## src/rtl/v810_pkg.sv

```systemverilog
// Shared types and helpers for the v810 write buffer: the slot record and
// the byte-enable rules that decide whether two writes may be merged.
package v810_pkg;

    typedef struct packed {
        logic [31:0] a;
        logic [31:0] d;
        logic [1:0]  bc;
        logic [3:0]  be;
        logic        mrq;
        logic [1:0]  st;
    } wbuf_ent_t;

    // Merged enables must form a byte, an aligned halfword or a full word.
    function automatic logic be_merge_ok(input logic [3:0] be);
        case (be)
            4'b0001, 4'b0010, 4'b0100, 4'b1000,
            4'b0011, 4'b1100, 4'b1111: return 1'b1;
            default:                   return 1'b0;
        endcase
    endfunction

    function automatic logic [1:0] be_to_bc(input logic [3:0] be);
        logic [2:0] n;
        n = {2'b00, be[0]} + {2'b00, be[1]} + {2'b00, be[2]} + {2'b00, be[3]};
        return 2'(n - 3'd1);
    endfunction

endpackage

```

## src/rtl/v810_wbuf_fwd.sv

```systemverilog
// Read-probe lookup over the occupied write-buffer slots; the youngest
// matching entry decides between a forward hit and a conflict.
module v810_wbuf_fwd #(
    parameter int DEPTH  = 4,
    parameter int FWD_EN = 1
) (
    input  logic [29:0]              ent_wa  [DEPTH],
    input  logic [31:0]              ent_d   [DEPTH],
    input  logic [3:0]               ent_be  [DEPTH],
    input  logic                     ent_mrq [DEPTH],
    input  logic [$clog2(DEPTH)-1:0] rd_ptr,
    input  logic [$clog2(DEPTH):0]   count,
    input  logic                     rd_req,
    input  logic [29:0]              rd_wa,
    input  logic [3:0]               rd_be,
    output logic                     hit,
    output logic [31:0]              rd_d,
    output logic                     conflict
);

    localparam int PW = $clog2(DEPTH);

    logic [PW-1:0] idx;
    logic          match;
    logic [3:0]    m_be;
    logic [31:0]   m_d;
    logic          covers;

    // Walk oldest to youngest so the last match seen is the youngest one.
    always_comb begin
        idx   = '0;
        match = 1'b0;
        m_be  = '0;
        m_d   = '0;
        for (int k = 0; k < DEPTH; k++) begin
            idx = rd_ptr + PW'(k);
            if ((k < int'(count)) && ent_mrq[idx] && (ent_wa[idx] == rd_wa)) begin
                match = 1'b1;
                m_be  = ent_be[idx];
                m_d   = ent_d[idx];
            end
        end
    end

    assign covers = ((m_be & rd_be) == rd_be);

    always_comb begin
        hit      = 1'b0;
        conflict = 1'b0;
        rd_d     = m_d;
        if (FWD_EN != 0) begin
            hit      = rd_req & match & covers;
            conflict = rd_req & match & ~covers;
        end else begin
            conflict = rd_req & match;
        end
    end

endmodule

```

## src/rtl/v810_wbuf.sv

```systemverilog
// Posted-write buffer: circular FIFO of pending writes with byte-merge into
// the newest entry and a read probe that forwards or flags conflicts.
module v810_wbuf
    import v810_pkg::*;
#(
    parameter int DEPTH    = 4,
    parameter int MERGE_EN = 1,
    parameter int FWD_EN   = 1
) (
    input  logic                   CLK,
    input  logic                   RESn,
    input  logic                   CE,
    input  logic [31:0]            IN_A,
    input  logic [31:0]            IN_D,
    input  logic [1:0]             IN_BC,
    input  logic [3:0]             IN_BE,
    input  logic                   IN_MRQ,
    input  logic [1:0]             IN_ST,
    input  logic                   IN_REQ,
    output logic                   IN_ACK,
    input  logic [31:0]            RD_A,
    input  logic [3:0]             RD_BE,
    input  logic                   RD_REQ,
    output logic                   RD_HIT,
    output logic [31:0]            RD_D,
    output logic                   RD_CONFLICT,
    output logic [31:0]            OUT_A,
    output logic [31:0]            OUT_D,
    output logic [1:0]             OUT_BC,
    output logic [3:0]             OUT_BE,
    output logic                   OUT_MRQ,
    output logic [1:0]             OUT_ST,
    output logic                   OUT_VALID,
    input  logic                   OUT_ACK,
    output logic                   EMPTY,
    output logic                   FULL,
    output logic [$clog2(DEPTH):0] COUNT
);

    localparam int PW = $clog2(DEPTH);
    localparam int CW = PW + 1;

    wbuf_ent_t     ent [DEPTH];
    logic [PW-1:0] wr_ptr, rd_ptr, newest;
    logic [CW-1:0] count, count_nxt;
    logic          empty, full;

    logic          pop_req, merge_hit;
    logic          do_push, do_pop, do_merge;
    logic [3:0]    be_or;
    logic [31:0]   merged_d;

    assign newest  = wr_ptr - 1'b1;
    assign be_or   = ent[newest].be | IN_BE;
    assign pop_req = ~empty & OUT_ACK;

    // With two or more entries the newest is never the head, so merging it
    // cannot disturb an entry that is being presented or popped.
    assign merge_hit = (MERGE_EN != 0) && (count >= CW'(2))
                    && (ent[newest].a[31:2] == IN_A[31:2])
                    && (ent[newest].mrq == IN_MRQ)
                    && (ent[newest].st == IN_ST)
                    && be_merge_ok(be_or);

    assign IN_ACK   = IN_REQ & RESn & (merge_hit | ~full | pop_req);
    assign do_push  = CE & IN_ACK & ~merge_hit;
    assign do_merge = CE & IN_ACK & merge_hit;
    assign do_pop   = CE & RESn & pop_req;

    always_comb begin
        merged_d = ent[newest].d;
        for (int b = 0; b < 4; b++) begin
            if (IN_BE[b]) merged_d[8*b +: 8] = IN_D[8*b +: 8];
        end
    end

    always_comb begin
        count_nxt = count;
        if (do_push && !do_pop)      count_nxt = count + 1'b1;
        else if (!do_push && do_pop) count_nxt = count - 1'b1;
    end

    always_ff @(posedge CLK) begin
        if (CE) begin
            if (!RESn) begin
                wr_ptr <= '0;
                rd_ptr <= '0;
                count  <= '0;
                empty  <= 1'b1;
                full   <= 1'b0;
            end else begin
                if (do_push) wr_ptr <= wr_ptr + 1'b1;
                if (do_pop)  rd_ptr <= rd_ptr + 1'b1;
                count <= count_nxt;
                empty <= (count_nxt == '0);
                full  <= (count_nxt == CW'(DEPTH));
            end
        end
    end

    // Slot contents carry no reset; occupancy alone defines validity.
    always_ff @(posedge CLK) begin
        if (do_push) begin
            ent[wr_ptr] <= '{a: IN_A, d: IN_D, bc: IN_BC, be: IN_BE, mrq: IN_MRQ, st: IN_ST};
        end else if (do_merge) begin
            ent[newest].be <= be_or;
            ent[newest].bc <= be_to_bc(be_or);
            ent[newest].d  <= merged_d;
        end
    end

    assign OUT_A     = ent[rd_ptr].a;
    assign OUT_D     = ent[rd_ptr].d;
    assign OUT_BC    = ent[rd_ptr].bc;
    assign OUT_BE    = ent[rd_ptr].be;
    assign OUT_MRQ   = ent[rd_ptr].mrq;
    assign OUT_ST    = ent[rd_ptr].st;
    assign OUT_VALID = ~empty;
    assign EMPTY     = empty;
    assign FULL      = full;
    assign COUNT     = count;

    logic [29:0] fw_wa  [DEPTH];
    logic [31:0] fw_d   [DEPTH];
    logic [3:0]  fw_be  [DEPTH];
    logic        fw_mrq [DEPTH];
    logic        fw_hit, fw_conflict;
    logic        unused_rd_lsb;

    always_comb begin
        for (int i = 0; i < DEPTH; i++) begin
            fw_wa[i]  = ent[i].a[31:2];
            fw_d[i]   = ent[i].d;
            fw_be[i]  = ent[i].be;
            fw_mrq[i] = ent[i].mrq;
        end
    end

    assign unused_rd_lsb = ^RD_A[1:0];

    v810_wbuf_fwd #(
        .DEPTH  (DEPTH),
        .FWD_EN (FWD_EN)
    ) u_fwd (
        .ent_wa   (fw_wa),
        .ent_d    (fw_d),
        .ent_be   (fw_be),
        .ent_mrq  (fw_mrq),
        .rd_ptr   (rd_ptr),
        .count    (count),
        .rd_req   (RD_REQ),
        .rd_wa    (RD_A[31:2]),
        .rd_be    (RD_BE),
        .hit      (fw_hit),
        .rd_d     (RD_D),
        .conflict (fw_conflict)
    );

    assign RD_HIT      = RESn & fw_hit;
    assign RD_CONFLICT = RESn & fw_conflict;

endmodule

```

## config.mk

```make
export PLATFORM = sky130hd
export DESIGN_NAME = v810_wbuf
export DESIGN_NICKNAME = d
export VERILOG_FILES = /design/src/rtl/v810_pkg.sv /design/src/rtl/v810_wbuf_fwd.sv /design/src/rtl/v810_wbuf.sv
export SDC_FILE = /design/constraint.sdc
export NUM_CORES = 1
export LEC_CHECK = 0
export BUFFER_PORTS_ARGS = -buffer_cell sky130_fd_sc_hd__buf_2
export CAP_MARGIN = 20
export CORE_MARGIN = 2
export CORE_UTILIZATION = 36
export DETAILED_ROUTE_END_ITERATION = 8
export PLACE_DENSITY = 0.58
export SLEW_MARGIN = 20
export SYNTH_ARGS = -nofsm -noshare
export SYNTH_HDL_FRONTEND = slang
export SYNTH_SLANG_ARGS = --single-unit
export TNS_END_PERCENT = 50
```

## constraint.sdc

```tcl
create_clock -name CLK -period 13.1 [get_ports CLK]
set_clock_uncertainty 0.2 [all_clocks]
set_input_delay 1.31 -clock CLK [delete_from_list [all_inputs] [get_ports CLK]]
set_output_delay 1.31 -clock CLK [all_outputs]
set_load 0.005 [all_outputs]
```

== After elaboration in Yosys (flattened, before gate mapping) ==
Memory sizes are Yosys's and may differ from the RTL's. A register that Yosys moved wholly into a read port is not among the register bits.
Cells that the tools add are included.

* Memory bits (writable): 292
* Register bits after elaboration: 9
* Word-level logic and storage cells: 169
* Memories: 1
* Output and inout bits: 114
* Bits of input ports: 115

* $add $sub $neg: 11
* Muxes and demuxes: 79
* Magnitude comparators: 9
* Equality and inequality tests: 18
* Reduce and logical (&&, ||, !) cells: 21
* Bitwise gates (word level): 25

{| class="wikitable"
|+ Memory list
! name !! words !! width !! rd ports !! clocked after memory_dff !! write ports !! RTL line !! RTL
|-
| ent || 4 || 73 || 6 || 1 || 1 || v810_wbuf.sv:43 || <nowiki>wbuf_ent_t ent [DEPTH];</nowiki>
|}

{| class="wikitable"
|+ Operators by type and width
! kind !! number
|-
| 32-bit 2-to-1 mux || 12
|-
| 32-bit binary-select mux with 2-bit select || 4
|-
| 30-bit binary-select mux with 2-bit select || 4
|-
| 30-bit 2-to-1 mux || 8
|-
| 30-bit == test || 5
|-
| 73-bit 2-to-1 mux || 1
|-
| 73-bit OR reduction || 1
|-
| 4-bit 2-to-1 mux || 12
|-
| 4-bit binary-select mux with 2-bit select || 4
|-
| 8-bit 2-to-1 mux || 4
|-
| 1-bit 2-to-1 mux || 18
|-
| 1-bit logical AND || 14
|-
| 1-bit bitwise AND || 13
|-
| 4-bit == test, second input constant || 3
|-
| 3-bit greater-or-equal comparator, second input constant || 4
|-
| 2-bit 2-to-1 mux || 6
|-
| 2-bit inverter with 3-bit output || 4
|-
| 1-bit binary-select mux with 2-bit select || 4
|-
| 4-bit by 2-bit == test with 1-bit output, second input constant || 2
|-
| 7-bit OR reduction || 1
|-
| 1-bit by 3-bit less-than comparator with 1-bit output, first input constant || 2
|-
| 2-bit by 3-bit less-than comparator with 1-bit output, first input constant || 2
|-
| 3-bit 2-to-1 mux || 2
|-
| 2-bit by 1-bit adder with 2-bit output || 2
|-
| 21 further kinds || 31
|}

== Logic depth before layout (Yosys ltp) ==
Gate-level depths: netlist of the first run.
An unclocked memory read counts as a cell.

* Word-level depth: 17
* Mapped depth: 17
* Mapped depth without buffers: 10

== Hierarchy ==
From an unflattened synthesis of the first run, not the netlist that was laid out.

* Cells, all modules: 1805
* Area total of the unflattened synthesis: 23745.3 um^2

{| class="wikitable"
|+ Modules (own cells, without submodules)
! module !! cells an instance !! area an instance (um^2) !! times used
|-
| v810_wbuf || 747 || 14436.3 || 1
|-
| v810_wbuf_fwd || 1058 || 9308.9 || 1
|}

== Worst setup path after synthesis of the first run ==
Ideal clock, no wire load.

* Kind: in2reg
* From: input IN_BE[0]
* To: memory ent[0][10] (netlist bit), enable pin
* Data required time: 12.411 ns
* Path slack: 6.333 ns
* Stages on the path: 9
* Arrival: 6.078 ns
* Path through: nor2_1 or4_1 a2111oi_0 nand3_1 or3_1 buf_2 nor2_4 xnor2_1 nor3b_1

* Cells in the longest elaborated chain, start to end: 15

{| class="wikitable"
|+ Ends and longest elaborated chain
! what !! RTL line !! RTL
|-
| start: declaration || v810_wbuf.sv:16 || <nowiki>input logic [3:0] IN_BE,</nowiki>
|-
| 4-bit bitwise OR (*) || v810_wbuf.sv:54 || <nowiki>assign be_or = ent[newest].be | IN_BE;</nowiki>
|-
| 4-bit by 1-bit == test with 1-bit output (tied with other cells) || v810_pkg.sv:16 || <nowiki>case (be)</nowiki>
|-
| 7-bit OR reduction (*) || v810_pkg.sv:16 ||
|-
| 1-bit 2-to-1 mux (*) || v810_pkg.sv:16 ||
|-
| 1-bit logical AND (*) || v810_wbuf.sv:63 || <nowiki>&& be_merge_ok(be_or);</nowiki>
|-
| 1-bit bitwise OR (2 in a row) || v810_wbuf.sv:65 || <nowiki>assign IN_ACK = IN_REQ & RESn & (merge_hit | ~full | pop_req);</nowiki>
|-
| 1-bit bitwise AND || v810_wbuf.sv:65 ||
|-
| 1-bit bitwise AND || v810_wbuf.sv:66, v810_wbuf.sv:67 ||
|-
| 1-bit bitwise AND || v810_wbuf.sv:67 || <nowiki>assign do_merge = CE & IN_ACK & merge_hit;</nowiki>
|-
| 1-bit 2-to-1 mux || v810_wbuf.sv:105 || <nowiki>end else if (do_merge) begin</nowiki>
|-
| 1-bit 2-to-1 mux || v810_wbuf.sv:103 || <nowiki>if (do_push) begin</nowiki>
|-
| 1-bit 2-to-1 mux (not written as such) || v810_wbuf.sv:106, v810_wbuf.sv:107, v810_wbuf.sv:108 ||
|-
| 73-bit OR reduction (no source line) || n/a ||
|-
| 2-bit 2-to-1 mux (no source line) || n/a ||
|-
| end: declaration || v810_wbuf.sv:43 ||
|}

Every way passes the cells marked *; elsewhere a longest branch is shown, timed or not.

== Final worst setup path of the first run ==
* From: register rd_ptr[0]
* To: output RD_D[5]

* Cells in the longest elaborated chain, start to end: 10

{| class="wikitable"
|+ Ends and longest elaborated chain
! what !! RTL line !! RTL
|-
| start: declaration || v810_wbuf.sv:44 || <nowiki>logic [PW-1:0] wr_ptr, rd_ptr, newest;</nowiki>
|-
| start signal: assignment || v810_wbuf.sv:93 || <nowiki>if (do_pop) rd_ptr <= rd_ptr + 1'b1;</nowiki>
|-
| 2-bit by 1-bit adder with 2-bit output / 2-bit inverter with 3-bit output (equally long branches) || v810_wbuf_fwd.sv:36, v810_wbuf_fwd.sv:37, v810_wbuf_fwd.sv:40 ||
|-
| 2-bit inverter with 3-bit output (not written as such) (tied with other cells) || v810_wbuf_fwd.sv:37, v810_wbuf_fwd.sv:40 ||
|-
| 30-bit binary-select mux with 2-bit select (tied with other cells) || v810_wbuf_fwd.sv:37 || <nowiki>if ((k < int'(count)) && ent_mrq[idx] && (ent_wa[idx] == rd_wa)) begin</nowiki>
|-
| 30-bit 2-to-1 mux (not written as such) / 1-bit 2-to-1 mux (equally long branches) || v810_wbuf_fwd.sv:37 ||
|-
| 30-bit 2-to-1 mux (not written as such) (tied with other cells) || v810_wbuf_fwd.sv:37 ||
|-
| 30-bit == test / 1-bit logical AND (equally long branches) || v810_wbuf_fwd.sv:37 ||
|-
| 1-bit logical AND / 32-bit 2-to-1 mux (equally long branches) || v810_wbuf_fwd.sv:37 ||
|-
| 32-bit 2-to-1 mux (2 in a row) || v810_wbuf_fwd.sv:37 ||
|-
| 32-bit 2-to-1 mux (*) || v810_wbuf_fwd.sv:37 ||
|-
| end: declaration || v810_wbuf.sv:25 || <nowiki>output logic [31:0] RD_D,</nowiki>
|}

Every way passes the cells marked *; elsewhere a longest branch is shown, timed or not. The select of a mux whose other input is x is not followed.

==> impl_metrics.xml, run 1 <==
<?xml version="1.0" encoding="UTF-8"?>
<metrics>
  <group name="final_layout">
    <metric name="fill_cells" unit="">6019</metric>
    <metric name="fin_util" unit="">0.410</metric>
    <metric name="layout-drive-gt1-share" unit="">0.366</metric>
    <metric name="layout.cells.non_filler" unit="">2758</metric>
    <metric name="nets" unit="">1989</metric>
    <metric name="layout-area-overhead-vs-synth" unit="%">12.2</metric>
  </group>
  <group name="worst_setup_path">
    <metric name="worst-r2r-cell-count" unit="">13</metric>
    <metric name="path_max_fanout" unit="">109</metric>
    <metric name="crit_path_start_kind" unit="">flop</metric>
    <metric name="endpoint_kind" unit="">primary output</metric>
    <metric name="worst_ep_arrival_time" unit="ns">6.50</metric>
    <metric name="worst-endpoint-required" unit="ns">11.59</metric>
    <metric name="worstSetupPathType" unit="">flop to primary output</metric>
  </group>
  <group name="clock_tree">
    <metric name="post-cts-setup-buffer-count" unit="">0</metric>
    <metric name="post_cts.resized_instances" unit="">0</metric>
    <metric name="cts.sinks" unit="">303</metric>
    <metric name="clkSlewWorstSetupHoldPaths" unit="ns">0.06</metric>
    <metric name="clock_latency" unit="ns">0.56</metric>
    <metric name="htree_levels" unit="">2</metric>
    <metric name="cts_tree" unit="">yes</metric>
    <metric name="numCtsBuffers" unit="">37</metric>
    <metric name="buffers_from_clock_root_to_sink_at_most" unit="">3</metric>
    <metric name="postCtsHoldBufs" unit="">0</metric>
    <metric name="clock_tree.root_cell" unit="">clkbuf_16</metric>
  </group>
  <group name="drt">
    <metric name="drcViolationCount" unit="">0</metric>
    <metric name="initialDrtViolationCount" unit="">1884</metric>
    <metric name="met2_wirelength" unit="mm">36.7</metric>
    <metric name="wl_met1" unit="mm">32.3</metric>
    <metric name="antenna_left" unit="">0</metric>
    <metric name="highest-signal-layer" unit="">met5</metric>
    <metric name="met3_wirelength" unit="mm">5.92</metric>
    <metric name="routed-via-count" unit="">17400</metric>
    <metric name="wl_per_cell" unit="µm">27.9</metric>
    <metric name="dr.pass1.iters" unit="">5</metric>
    <metric name="vias_per_cell" unit="">6.29</metric>
    <metric name="postRouteWirelength" unit="mm">77.0</metric>
  </group>
  <group name="sta">
    <metric name="timing.max_slew.rel_slack" unit="">0.232</metric>
    <metric name="max_slew.worst_pin.slew" unit="ns">1.15</metric>
    <metric name="report.final.hold_viol_count" unit="">0</metric>
    <metric name="timing.fmax" unit="GHz">0.125</metric>
    <metric name="report.final.slew_viol_count" unit="">0</metric>
    <metric name="totalNegativeSetupSlack" unit="ns">0</metric>
    <metric name="rsz0062_at_grt" unit="">no</metric>
    <metric name="postLayoutSetupSlackWorst" unit="ns">5.09</metric>
    <metric name="final.period_utilization" unit="">0.612</metric>
    <metric name="setup_viol_count_final" unit="">0</metric>
    <metric name="post-route-min-period" unit="ns">8.01</metric>
  </group>
  <group name="status">
    <metric name="result_of_the_run" unit="">finished clean</metric>
  </group>
  <group name="hold_path">
    <metric name="hp-class" unit="">flop to flop</metric>
    <metric name="worstHoldPathCells" unit="">3</metric>
  </group>
  <group name="global_routing">
    <metric name="grt_first_pass_wirelength" unit="mm">114</metric>
    <metric name="track_usage" unit="">0.224</metric>
    <metric name="global_route.overflow_total" unit="">0</metric>
    <metric name="pin_count_of_the_biggest_net_entering_global_routing" unit="">146</metric>
    <metric name="via_count_of_the_first_global_routing_pass" unit="">17100</metric>
    <metric name="initial_antenna_violation_count" unit="">19</metric>
  </group>
  <group name="place">
    <metric name="pre_cts_ws" unit="ns">5.65</metric>
    <metric name="gp_congestion" unit="">0.947</metric>
    <metric name="buffer_ports.inserted" unit="">226</metric>
    <metric name="dp_hpwl" unit="mm">50.3</metric>
    <metric name="dpl.cell_count" unit="">2684</metric>
  </group>
  <group name="power_and_ir_drop">
    <metric name="total_leakage_power" unit="nW">8.87</metric>
    <metric name="max-vdd-ir-drop" unit="µV">67.4</metric>
    <metric name="power_density_normalized_to_cell_area" unit="nW/µm²">97.3</metric>
  </group>
  <group name="yosys">
    <metric name="synth.lib_cells_used.distinct" unit="">72</metric>
    <metric name="sequential_share_of_the_synthesized_area" unit="">0.384</metric>
    <metric name="fraction_of_synthesis_flops_using_an_asynchronous_set_or_reset_pin" unit="">0</metric>
    <metric name="synth_top_area_share" unit="">0.382</metric>
    <metric name="synth_top_flop_cell" unit="">edfxtp_1</metric>
    <metric name="syn-num-nets" unit="">1865</metric>
    <metric name="synthesized_instance_count" unit="">1744</metric>
    <metric name="yosysMostFrequentCell" unit="">edfxtp_1</metric>
    <metric name="yosys-top-cells-count" unit="">edfxtp_1, mux4_2, mux2i_1</metric>
    <metric name="synth.largest_area_cell" unit="">edfxtp_1</metric>
    <metric name="synth_warnings" unit="">0</metric>
    <metric name="postSynthRegisterBits" unit="">303</metric>
    <metric name="edff_count_synth" unit="">301</metric>
    <metric name="synthesis.area" unit="µm²">23600</metric>
    <metric name="netlist_top_cells_area" unit="">edfxtp_1, mux4_2, mux2i_1, xnor2_1, mux2_2</metric>
    <metric name="synth.avg_cell_area" unit="µm²">13.6</metric>
  </group>
  <group name="die">
    <metric name="die_width" unit="µm">260</metric>
    <metric name="rows" unit="">93</metric>
    <metric name="die_h" unit="µm">260</metric>
    <metric name="std_cell_core_area" unit="µm²">64700</metric>
    <metric name="fp.dieArea" unit="µm²">67700</metric>
    <metric name="floorplan.initialDensity" unit="">0.365</metric>
    <metric name="io_pins" unit="">229</metric>
  </group>
  <group name="run">
    <metric name="timing.max_cap.violations" unit="">0</metric>
  </group>
</metrics>
sequential cells by signal (all words and copies together), names as in the netlist, named ones only:
| name | flops |
|---|---|
| rd_ptr | 2 |
| ent | 292 |
| FULL | 1 |
| EMPTY | 1 |
| COUNT | 3 |
| wr_ptr | 2 |
cell type report:
cell class	instances	area [µm²]	area share
timing repair buffer	256	1390	0.0524
antenna	7	17.5	0.000660
clock buffer	44	973	0.0367
multi-input combinational	1252	13700	0.516
clock inverter	23	230	0.00868
sequential	303	9090	0.343
inverter	18	67.6	0.00255
tap	855	1070	0.0403
metrics by stage:
stage	power, mW	hold slack (ns)	area, µm²
final	2.58	0.560	26500
after global routing	2.67	0.640	26500
after CTS	2.60	0.545	26500
after detailed placement	1.57	0.511	25300
after global placement	1.56	0.534	25300
after floorplan	1.43	0.449	23600
worst max-delay path, stage by stage, from the launching register on:
cell	delay, ns
edfxtp_1	0.41
buf_12	0.44
inv_1	0.48
buf_4	0.41
or3_1	0.41
a2111oi_1	0.63
and3_2	0.30
buf_4	0.66
nand3_2	1.06
a21oi_1	0.51
o41ai_1	0.12
mux2_2	0.30
buf_2	0.12
metal layers:
layer  track usage  vias up
li1              -     7405
met1         0.312     9003
met2         0.359      787
met3        0.0405      142
met4        0.0614       14
met5             0        -
kinds of logic (layout without fill, tap and decap cells):
family	after synthesis	in the layout	share of synthesized area
compound gates	268	268	0.0750
xor+xnor	166	166	0.0615
fa+ha+maj	6	6	0.00349
buf+inv	189	341	0.0393
flops	303	303	0.384
mux	507	507	0.364
other cells	0	7	0
simple gates	305	305	0.0723
layout by cell type, fill, tap and decap left out, types with 8 or more instances in the layout:
master,count
xnor2_1,120
a21oi_1,48
nor2_1,63
buf_2,226
inv_1,18
nand2_1,68
nor4_1,15
buf_4,26
nor3_1,8
o21ai_0,55
nand4b_1,32
nor2b_1,41
o41ai_1,31
nand4_1,23
clkbuf_16,38
mux2_2,78
mux2i_1,154
edfxtp_1,301
nand3_1,10
xor2_1,46
mux4_2,275
a31oi_1,70
path summary, 6_finish.rpt:
kind | from | slack (ns) | end
setup / recovery | rd_ptr[0]$_SDFFCE_PN0P_ | 5.09 | RD_D[5]
hold / removal | EMPTY$_SDFFCE_PN1P_ | 0.56 | flop
setup reg to reg | wr_ptr[0]$_SDFFCE_PN0P_ | 6.73 | ent[3][14]$_DFFE_PP_
hold reg to reg | EMPTY$_SDFFCE_PN1P_ | 0.56 | flop
power by group:
| part | internal, mW | leakage (nW) | switching [mW] |
|---|---|---|---|
| Combinational | 0.206 | 5.56 | 0.245 |
| Sequential | 1.08 | 2.74 | 0.0219 |
| Clock | 0.595 | 0.568 | 0.432 |
Power figures use the tool's default switching activity.
==> run 2: changes to the inputs <==
--- a/config.mk
+++ b/config.mk
@@ -10,7 +10,7 @@
 export CORE_MARGIN = 2
 export CORE_UTILIZATION = 36
 export DETAILED_ROUTE_END_ITERATION = 8
-export PLACE_DENSITY = 0.58
+export PLACE_DENSITY = 0.6
 export SLEW_MARGIN = 20
 export SYNTH_ARGS = -nofsm -noshare
 export SYNTH_HDL_FRONTEND = slang
==> constraint.sdc (replaced) <==
create_clock -name CLK -period 7.2 [get_ports CLK]
set_clock_uncertainty 0.2 [all_clocks]
set_input_delay 0.72 -clock CLK [delete_from_list [all_inputs] [get_ports CLK]]
set_output_delay 0.72 -clock CLK [all_outputs]
set_load 0.005 [all_outputs]
==> run 2 against run 1 <==
Combinational power rose by 84%; total power up 80%; sequential share of layout area decreased by 0.25 points; clock-buffer cell count unchanged; non-clock buffer count grew 15; largest power group unchanged; routed wire length grew 0.80%; sequential power rose by 82%; first-iteration DRC count grew 10%.
==> impl_metrics.xml, run 2 (same netlist as run 1, synthesis figures left out) <==
<?xml version="1.0" encoding="UTF-8"?>
<metrics>
  <group name="worst_setup_path">
    <metric name="rrSetupSlack" unit="ns">1.32</metric>
    <metric name="critical-path-slowest-cell" unit="">or4_1</metric>
    <metric name="worstSetupPathType" unit="">flop to primary output</metric>
    <metric name="worstReg2RegStart" unit="">wr_ptr[0]$_SDFFCE_PN0P_</metric>
    <metric name="critical_path.max_stage_delay" unit="ns">0.93</metric>
    <metric name="path_max_fanout" unit="">31</metric>
    <metric name="path_delay_family" unit="">simple AND/OR/NAND/NOR gates</metric>
    <metric name="cp_launch_point" unit="">rd_ptr[0]$_SDFFCE_PN0P_</metric>
    <metric name="worst-r2r-cell-count" unit="">12</metric>
    <metric name="endpoint_kind" unit="">primary output</metric>
    <metric name="worst-endpoint-required" unit="ns">6.28</metric>
    <metric name="reg2reg_to" unit="">ent[0][12]$_DFFE_PP_</metric>
    <metric name="worst_setup_path_endpoint" unit="">RD_D[3]</metric>
    <metric name="cp_num_buf_inv" unit="">3</metric>
    <metric name="worst_ep_arrival_time" unit="ns">5.56</metric>
    <metric name="cell_by_cell_listing_of_the_critical_path" unit="">buf_8 -&gt; buf_4 -&gt; nor2b_1 -&gt; mux2i_1 -&gt; a2111oi_2 -&gt; nand4_1 -&gt; or4_1 -&gt; o21ai_2 -&gt; nand2_2 -&gt; o41ai_1 -&gt; mux2_2 -&gt; buf_2</metric>
    <metric name="crit_path_start_kind" unit="">flop</metric>
    <metric name="cp_num_cells" unit="">12</metric>
  </group>
  <group name="clock_tree">
    <metric name="cts_tree" unit="">yes</metric>
    <metric name="postCtsHoldBufs" unit="">0</metric>
    <metric name="clock_tree.root_cell" unit="">clkbuf_16</metric>
    <metric name="htree_levels" unit="">2</metric>
    <metric name="numCtsBuffers" unit="">37</metric>
    <metric name="post_cts.resized_instances" unit="">0</metric>
    <metric name="clkSlewWorstSetupHoldPaths" unit="ns">0.06</metric>
    <metric name="cts.sinks" unit="">303</metric>
    <metric name="clock_latency" unit="ns">0.56</metric>
    <metric name="post-cts-setup-buffer-count" unit="">0</metric>
    <metric name="buffers_from_clock_root_to_sink_at_most" unit="">3</metric>
  </group>
  <group name="final_layout">
    <metric name="mostFrequentLayoutCells" unit="">edfxtp_1, mux4_2, buf_2, mux2i_1, xnor2_1</metric>
    <metric name="largest_register_ff_count" unit="">292</metric>
    <metric name="layout-area-overhead-vs-synth" unit="%">13.1</metric>
    <metric name="layout.cells.non_filler" unit="">2780</metric>
    <metric name="fin_util" unit="">0.413</metric>
    <metric name="register_with_the_highest_flop_count" unit="">ent</metric>
    <metric name="layout-drive-gt1-share" unit="">0.370</metric>
    <metric name="fill_cells" unit="">6032</metric>
    <metric name="nets" unit="">2004</metric>
    <metric name="layout_commonest_cell" unit="">edfxtp_1</metric>
  </group>
  <group name="drt">
    <metric name="drcViolationCount" unit="">0</metric>
    <metric name="vias_per_cell" unit="">6.36</metric>
    <metric name="dr.pass1.iters" unit="">5</metric>
    <metric name="antenna_left" unit="">0</metric>
    <metric name="wl_per_cell" unit="µm">27.9</metric>
    <metric name="routed-via-count" unit="">17700</metric>
    <metric name="initialDrtViolationCount" unit="">2073</metric>
    <metric name="postRouteWirelength" unit="mm">77.6</metric>
  </group>
  <group name="die">
    <metric name="io_pins" unit="">229</metric>
    <metric name="die_h" unit="µm">260</metric>
    <metric name="fp.dieArea" unit="µm²">67700</metric>
    <metric name="floorplan.initialDensity" unit="">0.365</metric>
    <metric name="rows" unit="">93</metric>
    <metric name="std_cell_core_area" unit="µm²">64700</metric>
    <metric name="die_width" unit="µm">260</metric>
  </group>
  <group name="sta">
    <metric name="postLayoutSetupSlackWorst" unit="ns">0.719</metric>
    <metric name="timing.fmax" unit="GHz">0.154</metric>
    <metric name="setup_viol_count_final" unit="">0</metric>
    <metric name="totalNegativeSetupSlack" unit="ns">0</metric>
    <metric name="report.final.hold_viol_count" unit="">0</metric>
    <metric name="timing.max_slew.rel_slack" unit="">0.235</metric>
    <metric name="post-route-min-period" unit="ns">6.48</metric>
    <metric name="final.period_utilization" unit="">0.900</metric>
    <metric name="rsz0062_at_grt" unit="">no</metric>
    <metric name="max_slew.worst_pin.slew" unit="ns">1.15</metric>
    <metric name="report.final.slew_viol_count" unit="">0</metric>
  </group>
  <group name="place">
    <metric name="pre_cts_ws" unit="ns">0.954</metric>
    <metric name="dp_hpwl" unit="mm">51.8</metric>
    <metric name="dpl.cell_count" unit="">2698</metric>
    <metric name="gp_congestion" unit="">0.913</metric>
    <metric name="buffer_ports.inserted" unit="">226</metric>
  </group>
  <group name="global_routing">
    <metric name="initial_antenna_violation_count" unit="">25</metric>
    <metric name="track_usage" unit="">0.226</metric>
    <metric name="pin_count_of_the_biggest_net_entering_global_routing" unit="">150</metric>
    <metric name="via_count_of_the_first_global_routing_pass" unit="">17300</metric>
    <metric name="grt_first_pass_wirelength" unit="mm">115</metric>
    <metric name="global_route.overflow_total" unit="">0</metric>
  </group>
  <group name="power_and_ir_drop">
    <metric name="power_density_normalized_to_cell_area" unit="nW/µm²">174</metric>
    <metric name="total_leakage_power" unit="nW">8.98</metric>
    <metric name="max-vdd-ir-drop" unit="µV">128</metric>
  </group>
  <group name="status">
    <metric name="result_of_the_run" unit="">finished clean</metric>
  </group>
  <group name="hold_path">
    <metric name="hp-class" unit="">input port to flop</metric>
  </group>
  <group name="run">
    <metric name="timing.max_cap.violations" unit="">0</metric>
  </group>
</metrics>
run 2: cell types whose count changed in the layout (fill, tap and decap cells not counted), moves of 2 or more:
cell and delta:
diode_2 +7, buf_6 -2, and3_2 +2, buf_12 +8
and3_4 -2, buf_4 +7, clkinvlp_4 -3, clkinv_2 +3
run 2: worst min path at each step:
stage / cells after the start / startpoint / to / slack, ns
final: 2 / IN_D[19] / ent[3][28]$_DFFE_PP_ / 0.33
after floorplan: 3 / EMPTY$_SDFFCE_PN1P_ / flop / 0.45
after CTS: 2 / IN_D[19] / ent[3][28]$_DFFE_PP_ / 0.30
after global routing: 2 / IN_D[19] / ent[3][28]$_DFFE_PP_ / 0.31
after global placement: 3 / EMPTY$_SDFFCE_PN1P_ / flop / 0.58
after detailed placement: 3 / EMPTY$_SDFFCE_PN1P_ / flop / 0.56
run 2: worst reg2reg max path: cells and delay by family (launching register included):
kind	cells	cell delay, ns
AOI/OAI and AO/OA	1	0.19
xor gates and xnor gates	2	0.44
buffers and inverters	3	1.53
DFF	1	0.72
muxes	1	0.39
and+or+nand+nor	5	1.98
run 2: area by class of cell:
type                       count  area, µm²  share of cell area
antenna                       14       35.0             0.00131
clock buffer                  44        973              0.0364
clock inverter                23        188             0.00702
inverter                      18       67.6             0.00253
multi-input combinational   1252      13700               0.512
sequential                   303       9090               0.340
tap                          855       1070              0.0400
timing repair buffer         271       1620              0.0607
run 2: metrics by stage:
step           hold slack [ns]  instance area (µm²)  power (mW)
6_report                 0.325                26700        4.66
2_1_floorplan            0.449                23600        2.60
3_3_place_gp             0.585                25500        2.85
3_5_place_dp             0.563                25500        2.87
5_1_grt                  0.310                26700        4.82
4_1_cts                  0.296                26700        4.69
run 2: report_power, final:
part	internal (mW)	leakage (nW)	switching, mW
combinational	0.384	5.67	0.448
clock	1.04	0.565	0.778
sequential	1.97	2.74	0.0387
run 2: layer usage:
metal | routed length (µm) | up-vias | global-route usage
met5 | 125 | - | 0
met4 | 2560 | 20 | 0.0797
met3 | 6800 | 153 | 0.0456
met2 | 36600 | 870 | 0.352
met1 | 31500 | 9188 | 0.314
li1 | - | 7437 | -
